## src/rtl/imm_gen_pipe.sv

```systemverilog
// RISC-V immediate generator (I/S/B/J/U/Z) with a registered valid/ready output and a skid register.
// One cycle latency; in_ready depends only on registered state, so there is no out_ready-to-in_ready path.
module imm_gen_pipe #(
    parameter int XLEN        = 32,
    parameter int TAG_W       = 5,
    parameter int AUTO_DECODE = 0
) (
    input  logic             clk,
    input  logic             reset,
    input  logic             flush,
    input  logic             in_valid,
    output logic             in_ready,
    input  logic [31:0]      in_instr,
    input  logic [2:0]       in_imm_src,
    input  logic [TAG_W-1:0] in_tag,
    output logic             out_valid,
    input  logic             out_ready,
    output logic [XLEN-1:0]  out_imm,
    output logic             out_illegal,
    output logic [TAG_W-1:0] out_tag
);
    localparam logic [2:0] SRC_I   = 3'd0;
    localparam logic [2:0] SRC_S   = 3'd1;
    localparam logic [2:0] SRC_B   = 3'd2;
    localparam logic [2:0] SRC_J   = 3'd3;
    localparam logic [2:0] SRC_U   = 3'd4;
    localparam logic [2:0] SRC_Z   = 3'd5;
    localparam logic [2:0] SRC_BAD = 3'd6;

    logic [2:0]         w_src;
    logic signed [11:0] w_fld_i;
    logic signed [11:0] w_fld_s;
    logic signed [12:0] w_fld_b;
    logic signed [20:0] w_fld_j;
    logic signed [31:0] w_fld_u;
    logic [XLEN-1:0]    w_imm;
    logic               w_ill;
    logic               w_push;
    logic               w_pop;

    logic               r_or_vld;
    logic [XLEN-1:0]    r_or_imm;
    logic               r_or_ill;
    logic [TAG_W-1:0]   r_or_tag;
    logic               r_sr_vld;
    logic [XLEN-1:0]    r_sr_imm;
    logic               r_sr_ill;
    logic [TAG_W-1:0]   r_sr_tag;

    always_comb begin
        w_src = in_imm_src;
        if (AUTO_DECODE != 0) begin
            case (in_instr[6:0])
                7'b0010011, 7'b0000011, 7'b1100111, 7'b0011011: w_src = SRC_I;
                7'b0100011:             w_src = SRC_S;
                7'b1100011:             w_src = SRC_B;
                7'b1101111:             w_src = SRC_J;
                7'b0110111, 7'b0010111: w_src = SRC_U;
                // Only the immediate CSR forms carry a zimm in rs1.
                7'b1110011:             w_src = in_instr[14] ? SRC_Z : SRC_BAD;
                default:                w_src = SRC_BAD;
            endcase
        end
    end

    assign w_fld_i = in_instr[31:20];
    assign w_fld_s = {in_instr[31:25], in_instr[11:7]};
    assign w_fld_b = {in_instr[31], in_instr[7], in_instr[30:25], in_instr[11:8], 1'b0};
    assign w_fld_j = {in_instr[31], in_instr[19:12], in_instr[20], in_instr[30:21], 1'b0};
    assign w_fld_u = {in_instr[31:12], 12'b0};

    // Signed fields widen with sign extension through the size cast.
    always_comb begin
        w_imm = '0;
        w_ill = 1'b0;
        case (w_src)
            SRC_I:   w_imm = XLEN'(w_fld_i);
            SRC_S:   w_imm = XLEN'(w_fld_s);
            SRC_B:   w_imm = XLEN'(w_fld_b);
            SRC_J:   w_imm = XLEN'(w_fld_j);
            SRC_U:   w_imm = XLEN'(w_fld_u);
            SRC_Z:   w_imm = XLEN'(in_instr[19:15]);
            default: w_ill = 1'b1;
        endcase
    end

    assign in_ready = !r_sr_vld && !reset;
    assign w_push   = in_valid && in_ready;
    assign w_pop    = r_or_vld && out_ready;

    always_ff @(posedge clk) begin
        if (reset) begin
            r_or_vld <= 1'b0;
            r_or_imm <= '0;
            r_or_ill <= 1'b0;
            r_or_tag <= '0;
            r_sr_vld <= 1'b0;
            r_sr_imm <= '0;
            r_sr_ill <= 1'b0;
            r_sr_tag <= '0;
        end else if (flush) begin
            r_or_vld <= 1'b0;
            r_sr_vld <= 1'b0;
        end else if (r_sr_vld && w_pop) begin
            r_or_imm <= r_sr_imm;
            r_or_ill <= r_sr_ill;
            r_or_tag <= r_sr_tag;
            r_sr_vld <= 1'b0;
        end else if (w_push && (!r_or_vld || w_pop)) begin
            r_or_vld <= 1'b1;
            r_or_imm <= w_imm;
            r_or_ill <= w_ill;
            r_or_tag <= in_tag;
        end else if (w_push) begin
            r_sr_vld <= 1'b1;
            r_sr_imm <= w_imm;
            r_sr_ill <= w_ill;
            r_sr_tag <= in_tag;
        end else if (w_pop) begin
            r_or_vld <= 1'b0;
        end
    end

    assign out_valid   = r_or_vld;
    assign out_imm     = r_or_imm;
    assign out_illegal = r_or_ill;
    assign out_tag     = r_or_tag;
endmodule

```

## config.mk

```make
export PLATFORM = sky130hd
export DESIGN_NAME = imm_gen_pipe
export DESIGN_NICKNAME = d
export VERILOG_FILES = /design/src/rtl/imm_gen_pipe.sv
export SDC_FILE = /design/constraint.sdc
export NUM_CORES = 1
export LEC_CHECK = 0
export BUFFER_PORTS_ARGS = -buffer_cell sky130_fd_sc_hd__buf_2
export CAP_MARGIN = 40
export CELL_PAD_IN_SITES_DETAIL_PLACEMENT = 0
export CELL_PAD_IN_SITES_GLOBAL_PLACEMENT = 1
export CORE_AREA = 2 2 101 103
export DETAILED_ROUTE_END_ITERATION = 12
export DIE_AREA = 0 0 103 105
export PLACE_DENSITY_LB_ADDON = 0.1
export SLEW_MARGIN = 40
export SYNTH_ARGS = -nofsm -noshare
export SYNTH_HDL_FRONTEND = slang
export SYNTH_SLANG_ARGS = --single-unit
```

## constraint.sdc

```tcl
create_clock -name clk -period 2.6 [get_ports clk]
set_input_delay 0.78 -clock clk [delete_from_list [all_inputs] [get_ports clk]]
set_output_delay 0.78 -clock clk [all_outputs]
set_load 0.005 [all_outputs]
```

==> run_results.csv, run 1 <==
group,metric,value,unit
min_path,hp-class,"reg -> reg",
cts,post_cts_buffers,0,
drt,ant_nets,0,
worst_setup_path,end_kind,"flop",
sta,worst_hold_slack,0.454,ns
place,placedCellCount,644,
floorplanning,start_util,0.394,
cts,clk_pin_slew_worst_paths,0.08,ns
power,p_leak,1.76,nW
synthesis,syn_inst,464,
sta,fin_crit_sh,0.784,
synthesis,async_flop_share,0,
synthesis,syn-num-nets,509,
synthesis,avgSynthCellArea,8.19,sq um
place,placed_area,0.00434,sq mm
sta,slew_headroom,0.559,
final_layout,drive_gt1_frac,0.247,
synthesis,ys_ff_latch,78,
drt,viasPerCell,5.32,
final_layout,final_cell_area,0.00453,sq mm
drt,wirelength,10.0,mm
cts,cts_num_sinks,78,
worst_setup_path,path_depth,6,
worst_setup_path,crit_required,2.80,ns
grt,grt_max_degree,89,
worst_setup_path,worst-path-buf-inv,2,
cts,htreeDepth,3,
worst_setup_path,cp_slowest_cell,"or4_1",
cts,cts_resized,0,
drt,firstDrtPassIters,4,
floorplanning,die_h,105,um
worst_setup_path,cp-start-kind,"input port",
grt,antenna_found_initial,0,
synthesis,synth_edf_count,0,
grt,grt_pass1_vias,3280,
floorplanning,dieArea,0.0108,sq mm
worst_setup_path,critical_path_peak_fanout,32,
final_layout,stdcell_count,660,
grt,grt_overflow,0,
min_path,hold-path-cell-count,2,
floorplanning,num_rows,36,
sta,skew,0.00728,ns
final_layout,area_growth,19.2,%
cts,holdBufCountCts,0,
drt,num_vias,3508,
floorplanning,core-area,0.00964,sq mm
place,dp_hpwl,6.35,mm
power,ir_drop,0.289,mV
power,powerDensity,526,mW/mm^2
worst_setup_path,ff2ff_path_depth,5,
cts,cts_root_buf,"clkbuf_8",
final_layout,final_core_util,0.470,
floorplanning,ioPinCount,85,
synthesis,synth_cell_types,39,
worst_setup_path,arrival,2.23,ns
status,status,"finished clean",
drt,drtIter0Drc,183,
synthesis,synthFlopType,"dfxtp_1",
final_layout,insertedDiodeCount,0,
final_layout,nets,567,
cts,cts_tree,"yes",
worst_setup_path,path_cells,"buf_2 -> or2_4 -> or4_1 -> buf_12 -> nor3_1 -> a211oi_2",
floorplanning,die_w,103,um
drt,wl_per_cell,15.2,um
place,gp_congestion,0.767,
drt,drc,0,
cts,clock_path_buffers,2,
sta,setup_tns,0,ns
sta,fin_crit,2.04,ns
sta,slew_violations,0,
cts,cts_buffers,9,
cts,worst_skew_pair.late_latency,0.34,ns
synthesis,ys_seq_area_frac,0.411,
synthesis,syn_area,0.00380,sq mm
synthesis,yosys_warnings,0,
worst_setup_path,crit_family,"simple AND/OR/NAND/NOR gates",
grt,grt_usage,0.187,
sta,finalHoldViolCount,0,
sta,rsz0062_at_grt,"no",
worst_setup_path,cpPeakStageDelay,0.53,ns
worst_setup_path,criticalPathCategory,"in -> reg",
sta,max_freq,491,MHz
sta,setup_viol,0,
place,io_buffer_count,77,
sta,tightest_slew,0.662,ns
flow_run,cap_viol_max_count,0,
grt,grt_pass1_wl,16.2,mm
-- worst register-to-register path, delay by kind of cell, from the launching register on --
kind | cells | cell delay, ns
AND/OR/NAND/NOR | 1 | 0.17
AO/OA/AOI/OAI | 3 | 0.78
buffers and inverters | 1 | 0.27
flip-flops | 1 | 0.59
-- cells by family after synthesis --
family / Yosys count / synth area share
flip-flops: 78 / 0.411
AO/OA/AOI/OAI: 127 / 0.238
buffers and inverters: 55 / 0.0639
AND/OR/NAND/NOR: 194 / 0.260
multiplexers: 10 / 0.0264
-- final cells by class --
type / count / area (sq um)
clock buffer: 11 / 151
clock inverter: 5 / 31.3
fill: 1009 / 5110
inverter: 10 / 37.5
multi-input combinational: 331 / 2020
sequential: 78 / 1560
tap: 133 / 166
timing repair buffer: 92 / 564
-- layout by cell type, fill, tap and decap left out, types with 2 or more instances in the layout --
cell type | synthesis | layout
nand3_1 | 5 | 5
inv_1 | 10 | 10
nor3b_1 | 9 | 8
o21ai_0 | 3 | 3
nor3_1 | 14 | 14
a311oi_1 | 8 | 8
buf_2 | 11 | 77
mux2i_1 | 10 | 10
o41ai_1 | 6 | 6
a211o_1 | 11 | 11
nor3_2 | 4 | 4
and2_1 | 3 | 3
nand4b_1 | 4 | 4
or4_1 | 2 | 2
o311ai_0 | 6 | 6
nand2_1 | 56 | 56
a21oi_1 | 51 | 51
nor2b_1 | 3 | 3
clkbuf_8 | 0 | 11
buf_12 | 0 | 5
buf_4 | 0 | 9
nor2_1 | 62 | 62
dfxtp_1 | 78 | 78
a31o_2 | 6 | 6
clkinv_2 | 0 | 3
nand3b_1 | 24 | 24
o221ai_1 | 5 | 4
a211oi_1 | 21 | 21
a211oi_2 | 6 | 6
nand2b_1 | 2 | 2
-- routing by layer --
layer	GRT usage	wire, um	vias up
li1	-	-	1786
met1	0.265	4930	1647
met2	0.291	4610	68
met3	0.0294	390	7
met4	0.0536	73	0
met5	0	0	-
-- Yosys cell counts, types with 6 or more instances --
cell      instances  area, sq um
inv_1            10         37.5
o41ai_1           6         52.6
nor2_1           62          233
nand2_1          56          210
a311oi_1          8         70.1
buf_2            11         55.1
o311ai_0          6         52.6
a31o_2            6         52.6
nand3b_1         24          180
nor3b_1           9         67.6
a21oi_1          51          255
dfxtp_1          78         1560
a211oi_2          6         75.1
a211o_1          11         96.3
mux2i_1          10          100
a211oi_1         21          158
clkbuf_1         27          101
nor3_1           14         70.1
-- power breakdown --
part           internal (mW)  switching, mW
sequential              1.22         0.0144
combinational          0.120          0.167
clock                  0.398          0.461
total                   1.74          0.643
-- registers in the layout (all words and copies together), names as in the netlist --
name         count
out_illegal      1
out_imm         32
out_tag          5
out_valid        1
r_sr_ill         1
r_sr_imm        32
r_sr_tag         5
r_sr_vld         1
-- final timing paths --
kind              slack, ns                      start                         to
setup reg to reg       0.72      r_sr_vld$_SDFFE_PP0P_   out_imm[11]$_SDFFE_PP0P_
setup / recovery       0.56                      reset  r_sr_imm[12]$_SDFFE_PP0P_
hold / removal         0.45  r_sr_imm[11]$_SDFFE_PP0P_  r_sr_imm[11]$_SDFFE_PP0P_
hold reg to reg        0.45  r_sr_imm[11]$_SDFFE_PP0P_  r_sr_imm[11]$_SDFFE_PP0P_
-- metrics by stage --
step	power, mW	worst slack (ns)
2_1_floorplan	1.44	0.303
3_3_place_gp	1.55	0.213
3_5_place_dp	1.55	0.202
4_1_cts	2.41	0.566
5_1_grt	2.50	0.405
6_report	2.38	0.562
(Power assumes the default switching activity.)
==> run 2: changes to the inputs <==
--- a/config.mk
+++ b/config.mk
@@ -9,9 +9,9 @@
 export CAP_MARGIN = 40
 export CELL_PAD_IN_SITES_DETAIL_PLACEMENT = 0
 export CELL_PAD_IN_SITES_GLOBAL_PLACEMENT = 1
-export CORE_AREA = 2 2 101 103
+export CORE_AREA = 2 2 106 108
 export DETAILED_ROUTE_END_ITERATION = 12
-export DIE_AREA = 0 0 103 105
+export DIE_AREA = 0 0 108 110
 export PLACE_DENSITY_LB_ADDON = 0.1
 export SLEW_MARGIN = 40
 export SYNTH_ARGS = -nofsm -noshare
==> constraint.sdc (replaced) <==
create_clock -name clk -period 1.7 [get_ports clk]
set_input_delay 0.51 -clock clk [delete_from_list [all_inputs] [get_ports clk]]
set_output_delay 0.51 -clock clk [all_outputs]
set_load 0.005 [all_outputs]
==> run_results.csv, run 2 (synthesized netlist as in run 1, its figures left out) <==
group,metric,value,unit
drt,wl_per_cell,15.3,um
floorplanning,dieArea,0.0119,sq mm
floorplanning,die_h,110,um
worst_setup_path,crit_required,1.19,ns
floorplanning,start_util,0.355,
worst_setup_path,end_kind,"output port",
worst_setup_path,cpMostUsedCell,"buf_2",
floorplanning,die_w,108,um
power,p_sw,1.02,mW
drt,wirelength,11.0,mm
cts,cts_buffers,9,
min_path,hp-class,"in -> reg",
final_layout,insertedDiodeCount,0,
worst_setup_path,path_cells,"buf_2 -> buf_4 -> buf_16 -> nor2_2 -> buf_2",
sta,tightest_slew,0.465,ns
worst_setup_path,critical_path_peak_fanout,23,
drt,drtIter0Drc,207,
power,ir_drop,0.330,mV
grt,grt_overflow,0,
cts,cts_num_sinks,78,
grt,grt_pass1_wl,17.5,mm
final_layout,final_core_util,0.467,
cts,clock_path_buffers,2,
sta,max_freq,605,MHz
worst_setup_path,arrival,1.14,ns
place,gp_congestion,0.805,
worst_setup_path,cp-start-kind,"input port",
cts,clk_pin_slew_worst_paths,0.08,ns
final_layout,drive_gt1_frac,0.313,
final_layout,n_fill_cell,1079,
final_layout,register_area,0.00156,sq mm
worst_setup_path,criticalPathCategory,"in -> out",
cts,cts_root_buf,"clkbuf_8",
power,intPower,2.90,mW
min_path,hold-path-cell-count,3,
power,powerDensity,783,mW/mm^2
status,status,"finished clean",
sta,slew_headroom,0.688,
final_layout,multiInputGateArea,0.00202,sq mm
drt,firstDrtPassIters,4,
final_layout,final_cell_area,0.00500,sq mm
power,clock_power_share,0.377,
power,comb_power_share,0.140,
drt,ant_nets,0,
power,pwr-share-seq,0.483,
cts,holdBufCountCts,0,
cts,cts_tree,"yes",
grt,grt_pass1_vias,3533,
sta,fin_crit_sh,0.973,
cts,worst_skew_pair.late_latency,0.36,ns
sta,finalHoldViolCount,0,
sta,fin_crit,1.65,ns
grt,grt_max_degree,46,
grt,antenna_found_initial,0,
cts,htreeDepth,3,
worst_setup_path,ff2ff_path_depth,4,
drt,viasPerCell,5.12,
power,p_leak,2.04,nW
floorplanning,num_rows,38,
worst_setup_path,cpPeakStageDelay,0.17,ns
sta,setup_tns,0,ns
floorplanning,ioPinCount,85,
final_layout,layout_common_cells,"dfxtp_1, buf_2, nor2_1, nand2_1, buf_4",
grt,grt_usage,0.186,
place,io_buffer_count,77,
final_layout,final_common_cell,"dfxtp_1",
sta,setup_viol,0,
final_layout,nets,616,
place,placed_area,0.00468,sq mm
flow_run,cap_viol_max_count,0,
floorplanning,core-area,0.0107,sq mm
sta,rsz0062_at_grt,"no",
place,dp_hpwl,7.27,mm
worst_setup_path,cp_slowest_cell,"buf_16",
power,p_sw_frac,0.260,
sta,slew_violations,0,
drt,num_vias,3669,
sta,skew,0.00734,ns
final_layout,area_growth,31.6,%
drt,drc,0,
-- run 2: timing repair --
action	in CTS	in global routing
pin swaps	0	0
setup buffers	0	3
cloned	1	1
gates resized for setup	2	1
setup endpoints to repair	2	2
-- run 2: worst max-delay path: cells and delay by family --
kind | cells | cell delay (ns)
buf+inv | 4 | 0.54
simple gates | 1 | 0.08
-- run 2: worst paths after layout --
kind | from | end | slack, ns
hold reg to reg | r_sr_imm[0]$_SDFFE_PP0P_ | r_sr_imm[0]$_SDFFE_PP0P_ | 0.46
setup / recovery | reset | in_ready | 0.05
hold / removal | in_tag[0] | r_sr_tag[0]$_SDFFE_PP0P_ | 0.40
setup reg to reg | out_valid$_SDFFE_PP0P_ | r_sr_imm[18]$_SDFFE_PP0P_ | 0.12
-- run 2: power by group through the flow --
stage                     Combinational, mW  Sequential (mW)  Clock [mW]
after detailed placement              0.516             1.93           0
after CTS                             0.535             1.89        1.52
after global placement                0.509             1.93           0
after global routing                  0.602             1.89        1.59
final                                 0.548             1.89        1.48
after floorplan                       0.265             1.93           0
-- run 2: routing by layer --
layer	track usage	vias to the layer above	wire, um
li1	-	1885	-
met1	0.244	1695	5240
met2	0.314	74	5120
met3	0.0259	15	458
met4	0.0687	0	173
met5	0	-	0
-- run 2: area by class of cell --
type                    count  share of cell area
flip-flops and latches     78               0.312
well taps                 140              0.0351
inverters                  10             0.00751
clock buffers              12              0.0310
multi-input cells         331               0.405
clock inverters             4              0.0108
repair buffers            141               0.198
-- run 2: stage by stage --
step | worst slack, ns | total power, mW | std cells | hold WS, ns
6_report | 0.0460 | 3.91 | 716 | 0.396
5_1_grt | 0.0152 | 4.09 | 716 | 0.403
4_1_cts | 0.00274 | 3.94 | 712 | 0.385
3_5_place_dp | -0.348 | 2.45 | 695 | 0.444
3_3_place_gp | -0.303 | 2.44 | 695 | 0.438
2_1_floorplan | -0.253 | 2.20 | 464 | 0.432
